===== src/rtl/add_operand_driver.sv =====
// Self-test sequencer for a combinational WIDTH-bit adder: sweeps every operand
// pair, waits SETTLE cycles, checks sum_in against a+b mod 2^WIDTH and keeps error stats.
module add_operand_driver #(
    parameter int WIDTH  = 4,
    parameter int SETTLE = 2
) (
    input  logic               clk,
    input  logic               rst_n,
    input  logic               start,
    output logic [WIDTH-1:0]   in1,
    output logic [WIDTH-1:0]   in2,
    input  logic [WIDTH-1:0]   sum_in,
    output logic               busy,
    output logic               done,
    output logic               pass,
    output logic [2*WIDTH:0]   err_count,
    output logic               first_err_valid,
    output logic [WIDTH-1:0]   first_err_a,
    output logic [WIDTH-1:0]   first_err_b,
    output logic [2:0]         dbg_state_o
);

    typedef enum logic [2:0] {
        S_IDLE   = 3'd0,
        S_DRIVE  = 3'd1,
        S_SETTLE = 3'd2,
        S_SAMPLE = 3'd3,
        S_DONE   = 3'd4
    } state_t;

    localparam logic [3:0] SETTLE_LOAD = 4'(SETTLE - 1);

    state_t               state_q, state_d;
    logic [3:0]           cnt_q, cnt_d;
    logic [2*WIDTH-1:0]   idx_q, idx_d;
    logic [2*WIDTH:0]     err_q, err_d;
    logic                 fev_q, fev_d;
    logic [WIDTH-1:0]     fea_q, fea_d;
    logic [WIDTH-1:0]     feb_q, feb_d;
    logic                 pass_q, pass_d;

    logic [WIDTH-1:0]     exp_sum;
    logic                 mismatch;

    // Pair index is {in1, in2}; in2 is the low half and therefore increments fastest.
    assign exp_sum  = idx_q[2*WIDTH-1:WIDTH] + idx_q[WIDTH-1:0];
    assign mismatch = (sum_in != exp_sum);

    always_ff @(posedge clk or negedge rst_n) begin
        if (!rst_n) begin
            state_q <= S_IDLE;
            cnt_q   <= '0;
            idx_q   <= '0;
            err_q   <= '0;
            fev_q   <= 1'b0;
            fea_q   <= '0;
            feb_q   <= '0;
            pass_q  <= 1'b0;
        end else begin
            state_q <= state_d;
            cnt_q   <= cnt_d;
            idx_q   <= idx_d;
            err_q   <= err_d;
            fev_q   <= fev_d;
            fea_q   <= fea_d;
            feb_q   <= feb_d;
            pass_q  <= pass_d;
        end
    end

    always_comb begin
        state_d = state_q;
        cnt_d   = cnt_q;
        idx_d   = idx_q;
        err_d   = err_q;
        fev_d   = fev_q;
        fea_d   = fea_q;
        feb_d   = feb_q;
        pass_d  = pass_q;
        case (state_q)
            S_IDLE: begin
                if (start) begin
                    state_d = S_DRIVE;
                    idx_d   = '0;
                    err_d   = '0;
                    fev_d   = 1'b0;
                    fea_d   = '0;
                    feb_d   = '0;
                    pass_d  = 1'b0;
                end
            end
            S_DRIVE: begin
                cnt_d   = SETTLE_LOAD;
                state_d = S_SETTLE;
            end
            S_SETTLE: begin
                if (cnt_q == 4'd0) begin
                    state_d = S_SAMPLE;
                end else begin
                    cnt_d = cnt_q - 4'd1;
                end
            end
            S_SAMPLE: begin
                if (mismatch) begin
                    err_d = err_q + 1'b1;
                    if (!fev_q) begin
                        fev_d = 1'b1;
                        fea_d = idx_q[2*WIDTH-1:WIDTH];
                        feb_d = idx_q[WIDTH-1:0];
                    end
                end
                // pass is resolved here so it is already valid during the DONE cycle.
                if (&idx_q) begin
                    state_d = S_DONE;
                    pass_d  = (err_d == '0);
                end else begin
                    idx_d   = idx_q + 1'b1;
                    state_d = S_DRIVE;
                end
            end
            S_DONE: begin
                state_d = S_IDLE;
            end
            default: begin
                state_d = S_IDLE;
            end
        endcase
    end

    assign in1             = idx_q[2*WIDTH-1:WIDTH];
    assign in2             = idx_q[WIDTH-1:0];
    assign busy            = (state_q == S_DRIVE) || (state_q == S_SETTLE) || (state_q == S_SAMPLE);
    assign done            = (state_q == S_DONE);
    assign pass            = pass_q;
    assign err_count       = err_q;
    assign first_err_valid = fev_q;
    assign first_err_a     = fea_q;
    assign first_err_b     = feb_q;
    assign dbg_state_o     = state_q;

endmodule


===== config.mk =====
export PLATFORM = sky130hd
export DESIGN_NAME = add_operand_driver
export DESIGN_NICKNAME = d
export VERILOG_FILES = /design/src/rtl/add_operand_driver.sv
export SDC_FILE = /design/constraint.sdc
export NUM_CORES = 1
export LEC_CHECK = 0
export CAP_MARGIN = 20
export CORE_ASPECT_RATIO = 0.7
export CORE_MARGIN = 4
export CORE_UTILIZATION = 52
export DETAILED_ROUTE_END_ITERATION = 8
export GPL_TIMING_DRIVEN = 0
export PLACE_DENSITY = 0.76
export SLEW_MARGIN = 20
export SYNTH_ARGS = -nofsm -noshare
export SYNTH_HDL_FRONTEND = slang
export SYNTH_SLANG_ARGS = --single-unit

===== constraint.sdc =====
create_clock -name clk -period 3 [get_ports clk]
set_input_delay 0.6 -clock clk [delete_from_list [all_inputs] [get_ports clk]]
set_output_delay 0.6 -clock clk [all_outputs]
set_load 0.005 [all_outputs]

==> results of run 1 <==
critical path, delay by kind of cell (launching register included):
kind / cells / cell delay, ns
adder cells (fa/ha/maj): 2 / 0.59
flip-flops: 1 / 0.44
XOR/XNOR: 1 / 0.36
AND/OR/NAND/NOR: 1 / 0.19
buffers and inverters: 2 / 0.27
AO/OA/AOI/OAI: 4 / 0.71
routing by layer:
| metal | GRT usage (%) | up-vias |
|---|---|---|
| li1 | - | 853 |
| met1 | 34.2 | 833 |
| met2 | 29.3 | 59 |
| met3 | 4.67 | 6 |
| met4 | 6.40 | 0 |
| met5 | 0 | - |
state kept, by name, indices dropped and copies added, names as in the netlist:
register and cells:
idx_q 8, pass 1, first_err_a 4, first_err_valid 1, cnt_q 4, err_count 9
first_err_b 4, dbg_state_o 3
what timing repair did:
item,in CTS,in global routing
resized for setup,0,2
endpoints found under the hold margin,0,0
endpoints found under the setup margin,0,1
worst min path at each step:
stage / from / endpoint / slack [ns]
5_1_grt: rst_n / first_err_a[2]$_DFFE_PN0P_ / 0.1
4_1_cts: rst_n / first_err_a[2]$_DFFE_PN0P_ / 0.10
3_5_place_dp: rst_n / first_err_a[2]$_DFFE_PN0P_ / 0.41
6_report: rst_n / first_err_a[2]$_DFFE_PN0P_ / 0.11
3_3_place_gp: cnt_q[0]$_DFFE_PN0P_ / cnt_q[0]$_DFFE_PN0P_ / 0.50
2_1_floorplan: rst_n / cnt_q[0]$_DFFE_PN0P_ / 0.30
final cells by class:
type / count / area share [%]
plain buffers: 7 / 1.07
clock buffers: 6 / 3.21
clock inverters: 2 / 0.487
inverters: 13 / 1.90
multi-input cells: 161 / 42.3
flip-flops and latches: 34 / 33.2
well taps: 50 / 2.43
repair buffers: 39 / 15.4
per-stage QoR:
stage	hold slack (ns)	setup slack (ns)	power (uW)	cell area (um2)	util (%)
2_1_floorplan	0.304	0.603	1130	2020	-
3_3_place_gp	0.497	0.294	1420	2460	67.8
3_5_place_dp	0.409	0.254	1440	2470	68.2
4_1_cts	0.104	0.237	1800	2570	70.8
5_1_grt	0.0989	0.0680	1920	2570	70.9
6_report	0.108	0.317	1800	2570	70.9
synth_stat cells, types with 2 or more instances:
cell      count
mux2i_1       6
o21ai_0      15
or3b_2        2
ha_1          7
xnor2_1       6
nand4_1       4
nand3_1       9
and2_1        3
inv_1        13
and3_1        4
clkbuf_1      6
dfrtp_1      34
nand2_1      21
xor2_1        8
o31ai_1       7
nor2_1       23
xnor3_1       2
a211oi_1      2
nor4_1        2
nor3_1        5
a21oi_1       9
mux2_4        2
nand2b_1      4
a21o_1        2
power by group:
part	total, uW	internal [uW]	switching [uW]
registers	685	549	136
clock network	354	184	170
logic	759	363	396
total	1800	1100	702
kinds of logic after synthesis:
| family | Yosys count | synth area share [%] |
|---|---|---|
| buffers and inverters | 20 | 3.79 |
| DFF | 34 | 42.2 |
| adders and majority gates | 8 | 5.34 |
| and+or+nand+nor | 85 | 21.7 |
| muxes | 8 | 4.47 |
| xor gates and xnor gates | 16 | 8.32 |
| AOI/OAI and AO/OA | 44 | 14.2 |
==> impl_metrics.csv, run 1 <==
group,metric,value,unit
die,start_util,55.6,%
synth,synth_warnings,0,
sta,tns,0,ns
final_layout,layout_commonest_cell,"clkdlybuf4s50_1",
placed_design,gp_congestion,0.887,
synth,synth_edf_count,0,
critical_path,cp.required,3.18,ns
critical_path,crit_path_max_fanout,10,
critical_path,r2r_cells,10,
clock_network,cts_buffers,5,
critical_path,path_class,"reg2reg",
clock_network,cts_setup_buffers,0,
synth,synth_top_area_cell,"dfrtp_1",
global_routing,grt_max_degree,33,
drt,drtIter0Drc,166,
synth,synthTopCellsByArea,"dfrtp_1 42%, ha_1 4.3%, nor2_1 4.3%",
worst_hold_path,hp-class,"in2async",
die,ioPinCount,39,
synth,synth_area_per_cell,9.38,um2
drt,wl_met1,2430,um
synth,seq_area_frac_synth,42.2,%
synth,synthDistinctLibCells,43,
run_status,outcome,"finished, final reports clean",
sta,tightestPinTransition,0.863,ns
final_layout,areaGrowthSynthToFinish,27.6,%
clock_network,h-tree-depth,2,
pwr,power_density,699,nW/um2
critical_path,startpoint,"idx_q[4]$_DFFE_PN0P_",
placed_design,portBuffers,38,
clock_network,clock_latency,0.29,ns
clock_network,ctsHoldBuffers,0,
clock_network,clk_path_buf_depth,2,
drt,antenna_left,0,
die,core_area,3630,um2
synth,syn_inst,215,
final_layout,final_cells,312,
clock_network,clock-root-buffer,"clkbuf_8",
clock_network,cts_tree,"built",
global_routing,grt_usage,21.8,%
synth,syn-num-nets,230,
global_routing,grt_pass1_wl,7970,um
sta,setup_viol,0,
drt,dr.max_layer_used,"met4",
final_layout,drive_gt1_share,8.02,%
final_layout,antenna_cells,0,
drt,drt-vias-per-instance,5.61,
final_layout,final_cell_mix,"37 x clkdlybuf4s50_1, 32 x dfrtp_1, 23 x nor2_1",
synth,synth_area,2020,um2
critical_path,endpoint_kind,"flop",
pwr,ir_drop,403,uV
synth,ys_ff_latch,34,
die,die_area,4950,um2
sta,min_period,2.68,ns
critical_path,regToRegEndpoint,"pass$_DFFE_PN0P_",
sta,slew_headroom,42.1,%
global_routing,grt_pass1_vias,1644,
critical_path,cp_slowest_cell,"dfrtp_2",
final_layout,ff_latch_area,853,um2
placed_design,place_inst,304,
critical_path,endpoint,"pass$_DFFE_PN0P_",
sta,max_freq,373,MHz
drt,wl_per_cell,15.2,um
die,die_x,82.4,um
clock_network,clk_pin_slew_worst_paths,0.08,ns
clock_network,numClockSinks,34,
placed_design,place_hpwl,3590,um
critical_path,worstSetupStartpointType,"flop",
sta,finalCritPeriodShare,89.4,%
job,drv_cap,0,
final_layout,nFillCells,287,
synth,synth.top_cell.area_share,42.2,%
synth,postSynth.asyncResetShare,100,%
critical_path,crit_arrival,2.86,ns
sta,fin_worst_skew,0.00928,ns
synth,synthFlopType,"dfrtp_1",
global_routing,grt_overflow,0,
drt,vias,1751,
critical_path,slowest_delay,0.44,ns
final_layout,multi_input_area,1090,um2
drt,wl_met2,1930,um
critical_path,path_cells,"ha_1, inv_1, fa_1, xnor3_1, nor3_1, o21ai_2, buf_2, a211oi_1, a21oi_1, o31ai_1",
drt,drc,0,
sta,final_max_slew_viol_count,0,
pwr,leakage,0.00108,uW
die,die_h,60.1,um
die,fp-row-count,18,
critical_path,rr_startpoint,"idx_q[4]$_DFFE_PN0P_",
global_routing,antenna_found_initial,0,
drt,drt-total-wl,4750,um
critical_path,r2r_setup_slack,0.32,ns
drt,wl_met3,339,um
drt,firstDrtPassIters,4,
final_layout,layout.nets,276,
sta,finalHoldViolCount,0,
sta,rsz0062_at_grt,"false",
(Power assumes the default switching activity.)
==> inputs of run 2 (changes only) <==
--- a/config.mk
+++ b/config.mk
@@ -11,7 +11,7 @@
 export CORE_UTILIZATION = 52
 export DETAILED_ROUTE_END_ITERATION = 8
 export GPL_TIMING_DRIVEN = 0
-export PLACE_DENSITY = 0.76
+export PLACE_DENSITY = 0.87
 export SLEW_MARGIN = 20
 export SYNTH_ARGS = -nofsm -noshare
 export SYNTH_HDL_FRONTEND = slang
==> impl_metrics.csv, run 2 (synthesized netlist as in run 1, its figures left out) <==
group,metric,value,unit
pwr,p_total,1800,uW
die,fp-row-count,18,
clock_network,cts_setup_buffers,0,
drt,drc,0,
drt,vias,1754,
sta,fin_worst_skew,0.0120,ns
critical_path,crit_arrival,2.91,ns
die,die_h,60.1,um
sta,final_max_slew_viol_count,0,
global_routing,grt_overflow,0,
final_layout,layout_commonest_cell,"clkdlybuf4s50_1",
worst_hold_path,hp-class,"in2async",
sta,fin_ws,0.267,ns
run_status,outcome,"finished, final reports clean",
clock_network,clock_latency,0.30,ns
drt,drt-total-wl,4740,um
global_routing,grt_pass1_vias,1654,
placed_design,gp_congestion,0.888,
clock_network,cts_buffers,5,
sta,hold_slack,0.176,ns
drt,wl_per_cell,15.2,um
sta,max_freq,366,MHz
placed_design,dp_slack,0.220,ns
final_layout,final_cell_mix,"37 x clkdlybuf4s50_1, 34 x dfrtp_1, 23 x nor2_1",
critical_path,worstSetupStartpointType,"flop",
final_layout,areaGrowthSynthToFinish,27.6,%
final_layout,antenna_cells,0,
sta,finalHoldViolCount,0,
clock_network,clk_pin_slew_worst_paths,0.07,ns
global_routing,antenna_found_initial,0,
global_routing,grt_max_degree,25,
sta,tns,0,ns
final_layout,nFillCells,281,
critical_path,cp.required,3.17,ns
drt,antenna_left,0,
job,drv_cap,0,
clock_network,cts.repair.resized,0,
critical_path,endpoint_kind,"flop",
clock_network,cts_tree,"built",
critical_path,r2r_cells,9,
die,start_util,55.6,%
global_routing,grt_pass1_wl,8010,um
sta,rsz0062_at_grt,"false",
drt,drtIter0Drc,117,
drt,drt-vias-per-instance,5.62,
clock_network,h-tree-depth,2,
die,die_area,4950,um2
final_layout,largest_reg_flops,9,
drt,firstDrtPassIters,4,
sta,tightestPinTransition,0.731,ns
placed_design,place_hpwl,3470,um
sta,min_period,2.73,ns
pwr,ir_drop,567,uV
sta,finalCritPeriodShare,91.1,%
final_layout,drive_gt1_share,6.87,%
clock_network,numClockSinks,34,
pwr,leakage,0.00109,uW
critical_path,path_class,"reg2reg",
die,core_area,3630,um2
critical_path,crit_path_max_fanout,8,
clock_network,ctsHoldBuffers,0,
pwr,power_density,701,nW/um2
sta,slew_headroom,51.0,%
clock_network,clk_path_buf_depth,2,
sta,setup_viol,0,
clock_network,clock-root-buffer,"clkbuf_8",
global_routing,grt_usage,21.8,%
die,die_x,82.4,um
final_layout,layout.nets,276,
die,ioPinCount,39,
placed_design,portBuffers,38,
==> run 2: cell types whose count changed in the layout (fill, tap and decap cells not counted), sizes merged <==
cell	delta
clkbuf	+1
clkinvlp	-1
==> run 2: path summary, 6_finish.rpt <==
check	startpoint	to	slack [ns]
max	idx_q[0]$_DFFE_PN0P_	first_err_b[1]$_DFFE_PN0P_	0.27
min	rst_n	err_count[8]$_DFFE_PN0P_	0.18
max reg2reg	idx_q[0]$_DFFE_PN0P_	first_err_b[1]$_DFFE_PN0P_	0.27
min reg2reg	cnt_q[0]$_DFFE_PN0P_	cnt_q[0]$_DFFE_PN0P_	0.51
max in group asynchronous	rst_n	cnt_q[1]$_DFFE_PN0P_	2.41
min in group clk	cnt_q[0]$_DFFE_PN0P_	cnt_q[0]$_DFFE_PN0P_	0.51
==> run 2: area by class of cell <==
| cell class | instances | area [um2] | share of cell area (%) |
|---|---|---|---|
| clock inverters | 1 | 5.00 | 0.195 |
| plain buffers | 7 | 27.5 | 1.07 |
| multi-input cells | 161 | 1090 | 42.3 |
| well taps | 50 | 62.6 | 2.43 |
| repair buffers | 39 | 403 | 15.7 |
| clock buffers | 7 | 86.3 | 3.36 |
| flip-flops and latches | 34 | 851 | 33.1 |
| inverters | 13 | 48.8 | 1.90 |
==> run 2: report_power, final <==
part	leakage [uW]	switching (uW)	internal (uW)
Combinational	0.000584	411	365
Sequential	0.000458	126	548
Clock	0.0000482	168	185
Total	0.00109	704	1100
==> run 2: layer usage <==
| layer | routed length (um) | track usage (%) | up-vias |
|---|---|---|---|
| met5 | 0 | 0 | - |
| met4 | 62 | 6.16 | 0 |
| met3 | 402 | 6.63 | 9 |
| met2 | 2020 | 30.7 | 74 |
| met1 | 2250 | 32.1 | 821 |
| li1 | - | - | 850 |
==> run 2: per-stage QoR <==
step	instance area [um2]	util, %	cells
after floorplan	2020	-	215
after global placement	2460	67.8	303
after detailed placement	2480	68.4	304
after CTS	2570	70.9	312
after global routing	2570	70.9	312
final	2570	70.9	312
==> run 2: critical path, stage by stage (launching register included) <==
cell	delay, ns
dfrtp_1	0.49
ha_1	0.25
inv_1	0.06
fa_1	0.44
xnor2_1	0.24
nor3_1	0.11
o21ai_2	0.13
nand2_2	0.15
o22ai_4	0.39
mux2_4	0.34
==> inputs of run 3 (changes only) <==
--- a/config.mk
+++ b/config.mk
@@ -11,8 +11,8 @@
 export CORE_UTILIZATION = 52
 export DETAILED_ROUTE_END_ITERATION = 8
 export GPL_TIMING_DRIVEN = 0
-export PLACE_DENSITY = 0.87
-export SLEW_MARGIN = 20
+export PLACE_DENSITY_LB_ADDON = 0.1
+export SLEW_MARGIN = 5
 export SYNTH_ARGS = -nofsm -noshare
 export SYNTH_HDL_FRONTEND = slang
 export SYNTH_SLANG_ARGS = --single-unit
==> constraint.sdc (replaced) <==
create_clock -name clk -period 2.7 [get_ports clk]
set_input_delay 0.54 -clock clk [delete_from_list [all_inputs] [get_ports clk]]
set_output_delay 0.54 -clock clk [all_outputs]
set_load 0.005 [all_outputs]
==> impl_metrics.csv, run 3 (synthesized netlist as in run 1, its figures left out) <==
group,metric,value,unit
sta,slew_headroom,45.3,%
drt,drc,0,
pwr,power_density,786,nW/um2
drt,vias,1771,
die,fp-row-count,18,
critical_path,path_class,"reg2reg",
critical_path,cp.required,2.88,ns
sta,rsz0062_at_grt,"false",
placed_design,gp_congestion,0.905,
final_layout,ff_latch_area,853,um2
global_routing,grt_overflow,0,
global_routing,grt_pass1_vias,1614,
clock_network,clk_path_buf_depth,2,
drt,drt-vias-per-instance,5.64,
final_layout,antenna_cells,0,
critical_path,worstSetupStartpointType,"flop",
die,die_area,4950,um2
global_routing,grt_max_degree,35,
final_layout,drive_gt1_share,9.47,%
final_layout,multi_input_area,1100,um2
critical_path,crit_path_max_fanout,8,
drt,drtIter0Drc,170,
die,ioPinCount,39,
drt,antenna_left,0,
clock_network,cts_buffers,5,
sta,min_period,2.56,ns
global_routing,grt_usage,21.9,%
critical_path,rr_startpoint,"idx_q[4]$_DFFE_PN0P_",
die,die_h,60.1,um
drt,drt-total-wl,4760,um
clock_network,clock_latency,0.29,ns
pwr,leakage,0.00108,uW
sta,tns,0,ns
sta,setup_viol,0,
clock_network,numClockSinks,34,
run_status,outcome,"finished, final reports clean",
critical_path,crit_arrival,2.75,ns
sta,finalHoldViolCount,0,
final_layout,final_area,2580,um2
placed_design,place_hpwl,3560,um
final_layout,nFillCells,285,
sta,final_max_slew_viol_count,0,
die,core_area,3630,um2
pwr,ir_drop,350,uV
critical_path,path_cells,"ha_2, inv_1, fa_1, xnor2_1, nor3_2, o21ai_2, nand2_2, o22ai_4, mux2_4",
clock_network,cts_tree,"built",
sta,max_freq,390,MHz
sta,fin_worst_skew,0.00440,ns
critical_path,r2r_setup_slack,0.14,ns
drt,firstDrtPassIters,4,
worst_hold_path,hp-class,"in2async",
clock_network,h-tree-depth,2,
final_layout,layout_commonest_cell,"clkdlybuf4s50_1",
critical_path,regToRegEndpoint,"first_err_a[1]$_DFFE_PN0P_",
die,start_util,55.6,%
placed_design,portBuffers,38,
job,drv_cap,0,
clock_network,ctsHoldBuffers,0,
global_routing,grt_pass1_wl,7990,um
sta,finalCritPeriodShare,94.9,%
die,die_x,82.4,um
drt,wl_per_cell,15.2,um
final_layout,areaGrowthSynthToFinish,28.2,%
global_routing,antenna_found_initial,0,
clock_network,clk_pin_slew_worst_paths,0.07,ns
critical_path,slowest_delay,0.46,ns
clock_network,clock-root-buffer,"clkbuf_8",
final_layout,layout.nets,278,
critical_path,r2r_cells,9,
sta,tightestPinTransition,0.815,ns
placed_design,dpl_cell_area,2450,um2
final_layout,largest_reg_flops,9,
critical_path,endpoint_kind,"flop",
critical_path,cp_slowest_cell,"dfrtp_2",
final_layout,final_cell_mix,"37 x clkdlybuf4s50_1, 32 x dfrtp_1, 23 x nor2_1",
[run 3: cell types whose count changed in the layout (fill, tap and decap cells not counted), sizes merged]
cell / previous run / this run
buf: 3 / 4
clkinvlp: 0 / 1
[run 3: stage by stage]
step / total power (uW) / setup WS [ns] / utilization, % / cells / hold slack [ns]
floorplan: 1260 / 0.303 / - / 215 / 0.244
global placement: 1580 / -0.0481 / 67.8 / 303 / 0.498
detailed placement: 1600 / -0.0564 / 67.7 / 303 / 0.505
CTS: 2000 / 0.000665 / 70.4 / 311 / 0.336
global route: 2180 / 0.0112 / 71.3 / 314 / 0.361
finish: 2030 / 0.138 / 71.3 / 314 / 0.308
[run 3: area by class of cell]
cell class / count / area share, %
clock buffer: 6 / 3.20
sequential: 34 / 33.0
inverter: 13 / 1.89
buffer: 7 / 1.16
tap: 50 / 2.42
multi-input combinational: 161 / 42.4
timing repair buffer: 41 / 15.4
clock inverter: 2 / 0.484
[run 3: worst max-delay path by stage]
stage	cells past startpoint	to	start
after floorplan	10	pass$_DFFE_PN0P_	idx_q[0]$_DFFE_PN0P_
after global placement	10	pass$_DFFE_PN0P_	idx_q[0]$_DFFE_PN0P_
after detailed placement	7	idx_q[7]$_DFFE_PN0P_	start
after CTS	10	pass$_DFFE_PN0P_	idx_q[0]$_DFFE_PN0P_
after global routing	9	first_err_b[1]$_DFFE_PN0P_	idx_q[4]$_DFFE_PN0P_
final	9	first_err_a[1]$_DFFE_PN0P_	idx_q[4]$_DFFE_PN0P_
[run 3: repair_timing]
action | CTS | global route
gates resized for setup | 2 | 3
cloned | 0 | 0
setup buffers | 0 | 3
endpoints found under the setup margin | 1 | 7
pin swaps | 0 | 3
[run 3: critical path: cells and delay by family (launching register included)]
| kind | cells | cell delay (ns) |
|---|---|---|
| AND/OR/NAND/NOR | 2 | 0.23 |
| AO/OA/AOI/OAI | 2 | 0.49 |
| adder cells (fa/ha/maj) | 2 | 0.65 |
| buffers and inverters | 1 | 0.06 |
| XOR/XNOR | 1 | 0.22 |
| flip-flops | 1 | 0.46 |
| multiplexers | 1 | 0.34 |
[run 3: power by group]
group          internal (uW)  total [uW]  switching [uW]
clock network            205         403             198
registers                610         756             146
logic                    422         872             449
total                   1240        2030             793
[run 3: routing by layer]
layer	global-route usage (%)	vias to the layer above	routed length (um)	share of wire (%)
met2	30.1	55	2010	42
met3	5.27	7	279	5.9
met4	7.82	0	62	1.3
li1	-	857	-	-
met5	0	-	0	0
met1	33.1	852	2400	50
==> variant 1, RTL diff (config.mk and constraints of run 2) <==
Reset style: synchronous (`rst_n`), changed in one clocked block.
--- a/src/rtl/add_operand_driver.sv
+++ b/src/rtl/add_operand_driver.sv
@@ -47,5 +47,5 @@
     assign mismatch = (sum_in != exp_sum);
 
-    always_ff @(posedge clk or negedge rst_n) begin
+    always_ff @(posedge clk) begin
         if (!rst_n) begin
             state_q <= S_IDLE;
Function: differs if rst_n is asserted again (counterexample within 4 cycles, from zero or initial values and one cycle with rst_n low); with rst_n held inactive, the same outputs for 10 cycles.
==> variant 1 against run 2 <==
Critical path type unchanged; worst setup slack better by 0.041 ns; critical endpoint is now pass; routed wire length shrank 1.7%; global-route usage fell by 0.58 points; cell area decreased by 3.9%; count of clock-buffer cells in the layout is 2 lower; cell count increased by 4.2%; sequential cell count unchanged; area after synthesis down 5.0%; largest cell class unchanged.
Power is not compared: it rests on default switching activity, and its combinational part moved more than twofold at a synthesized area within 25%.
==> variant 1: results (changes against run 2) <==
| Metric | Value |
|---|---|
| Run status | finished clean |
| Dpl cells | 317 (+4.3%) |
| Cell depth of the worst min-delay path | 2 |
| Worst-Margin Slew | 0.6938 ns (-0.03724 ns) |
| CP max FO | 10 (+2) |
| Overall routed net length | 4.657 mm (-1.7%) |
| Met2 Track Usage GR | 0.3066 (-0.0004739) |
| CP max stage cell | dfxtp_1 |
| Synth unique cells | 49 (+14%) |
| Top routing layer in use | met4 |
| Net count after synthesis | 243 (+5.7%) |
| Asr flop ratio synth | 0 (-1.000) |
| Met3 Wirelength | 441 um (+9.7%) |
| Global-route wire length before repair | 7.776 mm (-2.9%) |
| Top cell family by delay on the critical path | compound AO/OA/AOI/OAI gates |
| ANT cells | 0 (unchanged) |
| GRT Overall Usage | 0.2123 (-0.005757) |
| FF-to-FF path depth | 10 (+1) |
| Worst setup path end | pass |
| Setup crit start | idx_q[0] |
| Crit-path max cell delay | approximately 0.50 ns |
| Max clock buf depth | 2 (unchanged) |
| Vias in the first global route | 1650 (-0.24%) |
| GP Congestion | 0.8814 (-0.77%) |
| Initial DRC count | 154 (+32%) |
| Post-DR vias/cell | 5.686 (+1.1%) |
| TritonCTS buffer count | 5 (unchanged) |
| Largest net degree at the start of global routing | 13 (-48%) |
| Synth Warn # | 0 (unchanged) |
| Leak | 0.8896 nW |
| Clock slew at reported path FFs | 0.08 ns |
| DRT Pass-1 Iters | 5 (+1) |
| WHS Endpoint | first_err_a[0] |
| R2R Setup Slk | 0.31 ns (+0.04 ns) |
| Cells after Synth | 229 (+6.5%) |
| Met3 Use GR | 0.06269 (-0.003574) |
| Routed wl met2 | 2.052 mm (+1.7%) |
| NumNets Final | 288 (+4.3%) |
| Top cells by area, synth | dfxtp_1 (36%), nand2_1 (5.3%), mux2i_1 (4.7%) |
| WHS | 0.4588 ns (+0.2832 ns) |
| Final HPWL DP | 3.306 mm (-4.7%) |
| Filler cells | 322 (+15%) |
| GR Util met1 | 0.3046 (-0.01674) |
| Post-CTS sizing | 0 (unchanged) |
| Drt wl/cell | 14.33 um (-5.6%) |
| Main flop type after synthesis | dfxtp_1 |
| Pre-CTS setup slack | 0.3318 ns (+0.1115 ns) |
| Commonest cells post-synth | dfxtp_1 (34), nand2_1 (27), nor2_1 (23) |
| Hold Crit Class | flip-flop to flip-flop |
| CTS H-Tree Depth | 2 (unchanged) |
| Period minus WS final | 2.692 ns (-0.04096 ns) |
| Clock Skew | 0.004640 ns (-0.007333 ns) |
| Layout cell share with drive strength beyond 1 | 0.08000 (+0.01130) |
| Metal-1 WL | 2.116 mm (-6.1%) |
| Register area share after synthesis | 0.3553 (-0.06677) |
## variant 1: kinds of logic (layout without fill, tap and decap cells)
kind of cell | count (synthesis) | in the layout | synth area share
compound gates | 43 | 43 | 0.1535
fa+ha+maj | 7 | 7 | 0.04964
flops | 34 | 34 | 0.3553
simple gates | 101 | 101 | 0.2665
mux | 10 | 10 | 0.05291
buf+inv | 20 | 66 | 0.04376
xor+xnor | 14 | 14 | 0.07838
## variant 1: cell type report
class                           count  area share
Multi-Input combinational cell    175      0.4656
Clock buffer                        5     0.02783
Timing Repair Buffer               38      0.1538
Sequential cell                    34      0.2753
Clock inverter                      3     0.01822
Tap cell                           50     0.02530
Buffer                             10     0.01872
Inverter                           10     0.01518
## variant 1: metrics by stage
| stage | area, um2 | util |
|---|---|---|
| 2_1_floorplan | 1916 | - |
| 3_3_place_gp | 2359 | 0.6670 |
| 3_5_place_dp | 2359 | 0.6670 |
| 4_1_cts | 2472 | 0.6992 |
| 5_1_grt | 2472 | 0.6992 |
| 6_report | 2472 | 0.6992 |
==> variant 2, RTL diff (config.mk and constraints of run 2) <==
Without the edit above. Put a register stage on the outputs `in1`, `in2`, `busy` and `done`, cleared by the reset. The values now appear one clock later. The other outputs are not delayed to match.
--- a/src/rtl/add_operand_driver.sv
+++ b/src/rtl/add_operand_driver.sv
@@ -128,8 +128,17 @@
     end
 
-    assign in1             = idx_q[2*WIDTH-1:WIDTH];
-    assign in2             = idx_q[WIDTH-1:0];
-    assign busy            = (state_q == S_DRIVE) || (state_q == S_SETTLE) || (state_q == S_SAMPLE);
-    assign done            = (state_q == S_DONE);
+    always_ff @(posedge clk or negedge rst_n) begin
+        if (!rst_n) begin
+            in1  <= '0;
+            in2  <= '0;
+            busy <= '0;
+            done <= '0;
+        end else begin
+            in1  <= idx_q[2*WIDTH-1:WIDTH];
+            in2  <= idx_q[WIDTH-1:0];
+            busy <= (state_q == S_DRIVE) || (state_q == S_SETTLE) || (state_q == S_SAMPLE);
+            done <= (state_q == S_DONE);
+        end
+    end
     assign pass            = pass_q;
     assign err_count       = err_q;
Formal check against the unedited RTL: not equivalent (a bounded check fails within 4 cycles, from zero or initial values and one cycle with rst_n low).
==> variant 2 against run 2 <==
Utilization shrank 0.71 points; worst hold slack lost 0.0063 ns; synthesized cell count grew 6.0%; sequential share of layout area grew 5.5 points; cell area grew 11%; cell count grew 4.8%; worst setup slack gained 0.0051 ns; count of clock-buffer cells in the layout shrank 1; critical path depth grew 1; sequential cell count grew 10; area after synthesis grew 12%; routed wire length grew 9.2%.
Power is not compared: it rests on default switching activity, and its combinational part moved more than twofold at a synthesized area within 25%.
==> variant 2: results (changes against run 2) <==
| Metric | Value |
|---|---|
| Inverters | 6 (-7) |
| Met3 Wirelength | 290 um (-28%) |
| Overall routed net length | 5.173 mm (+9.2%) |
| Routed wl met2 | 2.355 mm (+17%) |
| Largest net degree at the start of global routing | 34 (+36%) |
| Clock buffers | 6 (-1) |
| Clock slew at reported path FFs | 0.09 ns (+0.02 ns) |
| Clock-cell share | 0.04251 (+0.007001) |
| Die Area | 5497 um2 (+11%) |
| Post-DR vias/cell | 5.859 (+4.2%) |
| Post-Synth XOR/XNOR Area | 0.06291 (-0.02026) |
| CP max FO | 10 (+2) |
| WP data arrival | 2.94 ns (+0.03 ns) |
| Vias in the first global route | 1838 (+11%) |
| Run status | finished clean |
| Initial DRC count | 135 (+15%) |
| Global-route wire length before repair | 8.804 mm (+9.9%) |
| Met3 Use GR | 0.05208 (-0.01418) |
| Mux share of post-synthesis cell area | 0.004967 (-0.03973) |
| Area post-placement | 2728 um2 (+9.9%) |
| Clock Skew | 0.009380 ns (-0.002593 ns) |
| Pre-CTS setup slack | 0.2164 ns (-0.003941 ns) |
| Max_slew headroom | 0.4896 (-0.02008) |
| Multi-input gates | 170 (+5.6%) |
| Cells after Synth | 228 (+6.0%) |
| Dpl cells | 319 (+4.9%) |
| Met2 Track Usage GR | 0.3021 (-0.004994) |
| Synth Area in Compound Gates | 0.1545 (+0.01300) |
| Net count after synthesis | 243 (+5.7%) |
| Register area share after synthesis | 0.4857 (+0.06355) |
| NonClk Buf Share | 0.1547 (-0.01263) |
| Commonest cells post-synth | dfrtp_1 (44), nand2_1 (24), o21ai_0 (20) |
| GR Util met1 | 0.2908 (-0.03054) |
| Metal-1 WL | 2.477 mm (+9.9%) |
| Post-Synth Adder-Cell Area | 0.04746 (-0.005922) |
| Filler cells | 314 (+12%) |
| GRT Overall Usage | 0.2021 (-0.01601) |
[variant 2: worst paths after layout]
check,from,end,slack (ns),depth (start not counted)
max in group asynchronous,rst_n,idx_q[7],2.37,2
min in group clk,idx_q[5],in1[1],0.50,0
hold reg to reg,idx_q[5],in1[1],0.50,0
setup / recovery,idx_q[0],pass,0.27,10
setup reg to reg,idx_q[0],pass,0.27,10
hold / removal,rst_n,first_err_b[3],0.17,1
[variant 2: cell families after synthesis]
family,count (synthesis)
fa+ha+maj,8
compound gates,56
flops,44
xor+xnor,13
buf+inv,14
simple gates,92
mux,1
[variant 2: power groups by stage]
stage          logic [W]  clock network (W)  registers [W]
3_5_place_dp    0.000237                  0       0.000703
5_1_grt         0.000259           0.000517       0.000704
6_report        0.000238           0.000488       0.000694
4_1_cts         0.000238           0.000496       0.000691
3_3_place_gp    0.000225                  0       0.000700
2_1_floorplan   0.000116                  0       0.000690
[variant 2: repair_timing]
item	CTS	global route
setup endpoints to repair	0	3
hold buffers	0	0
gates resized for setup	0	1
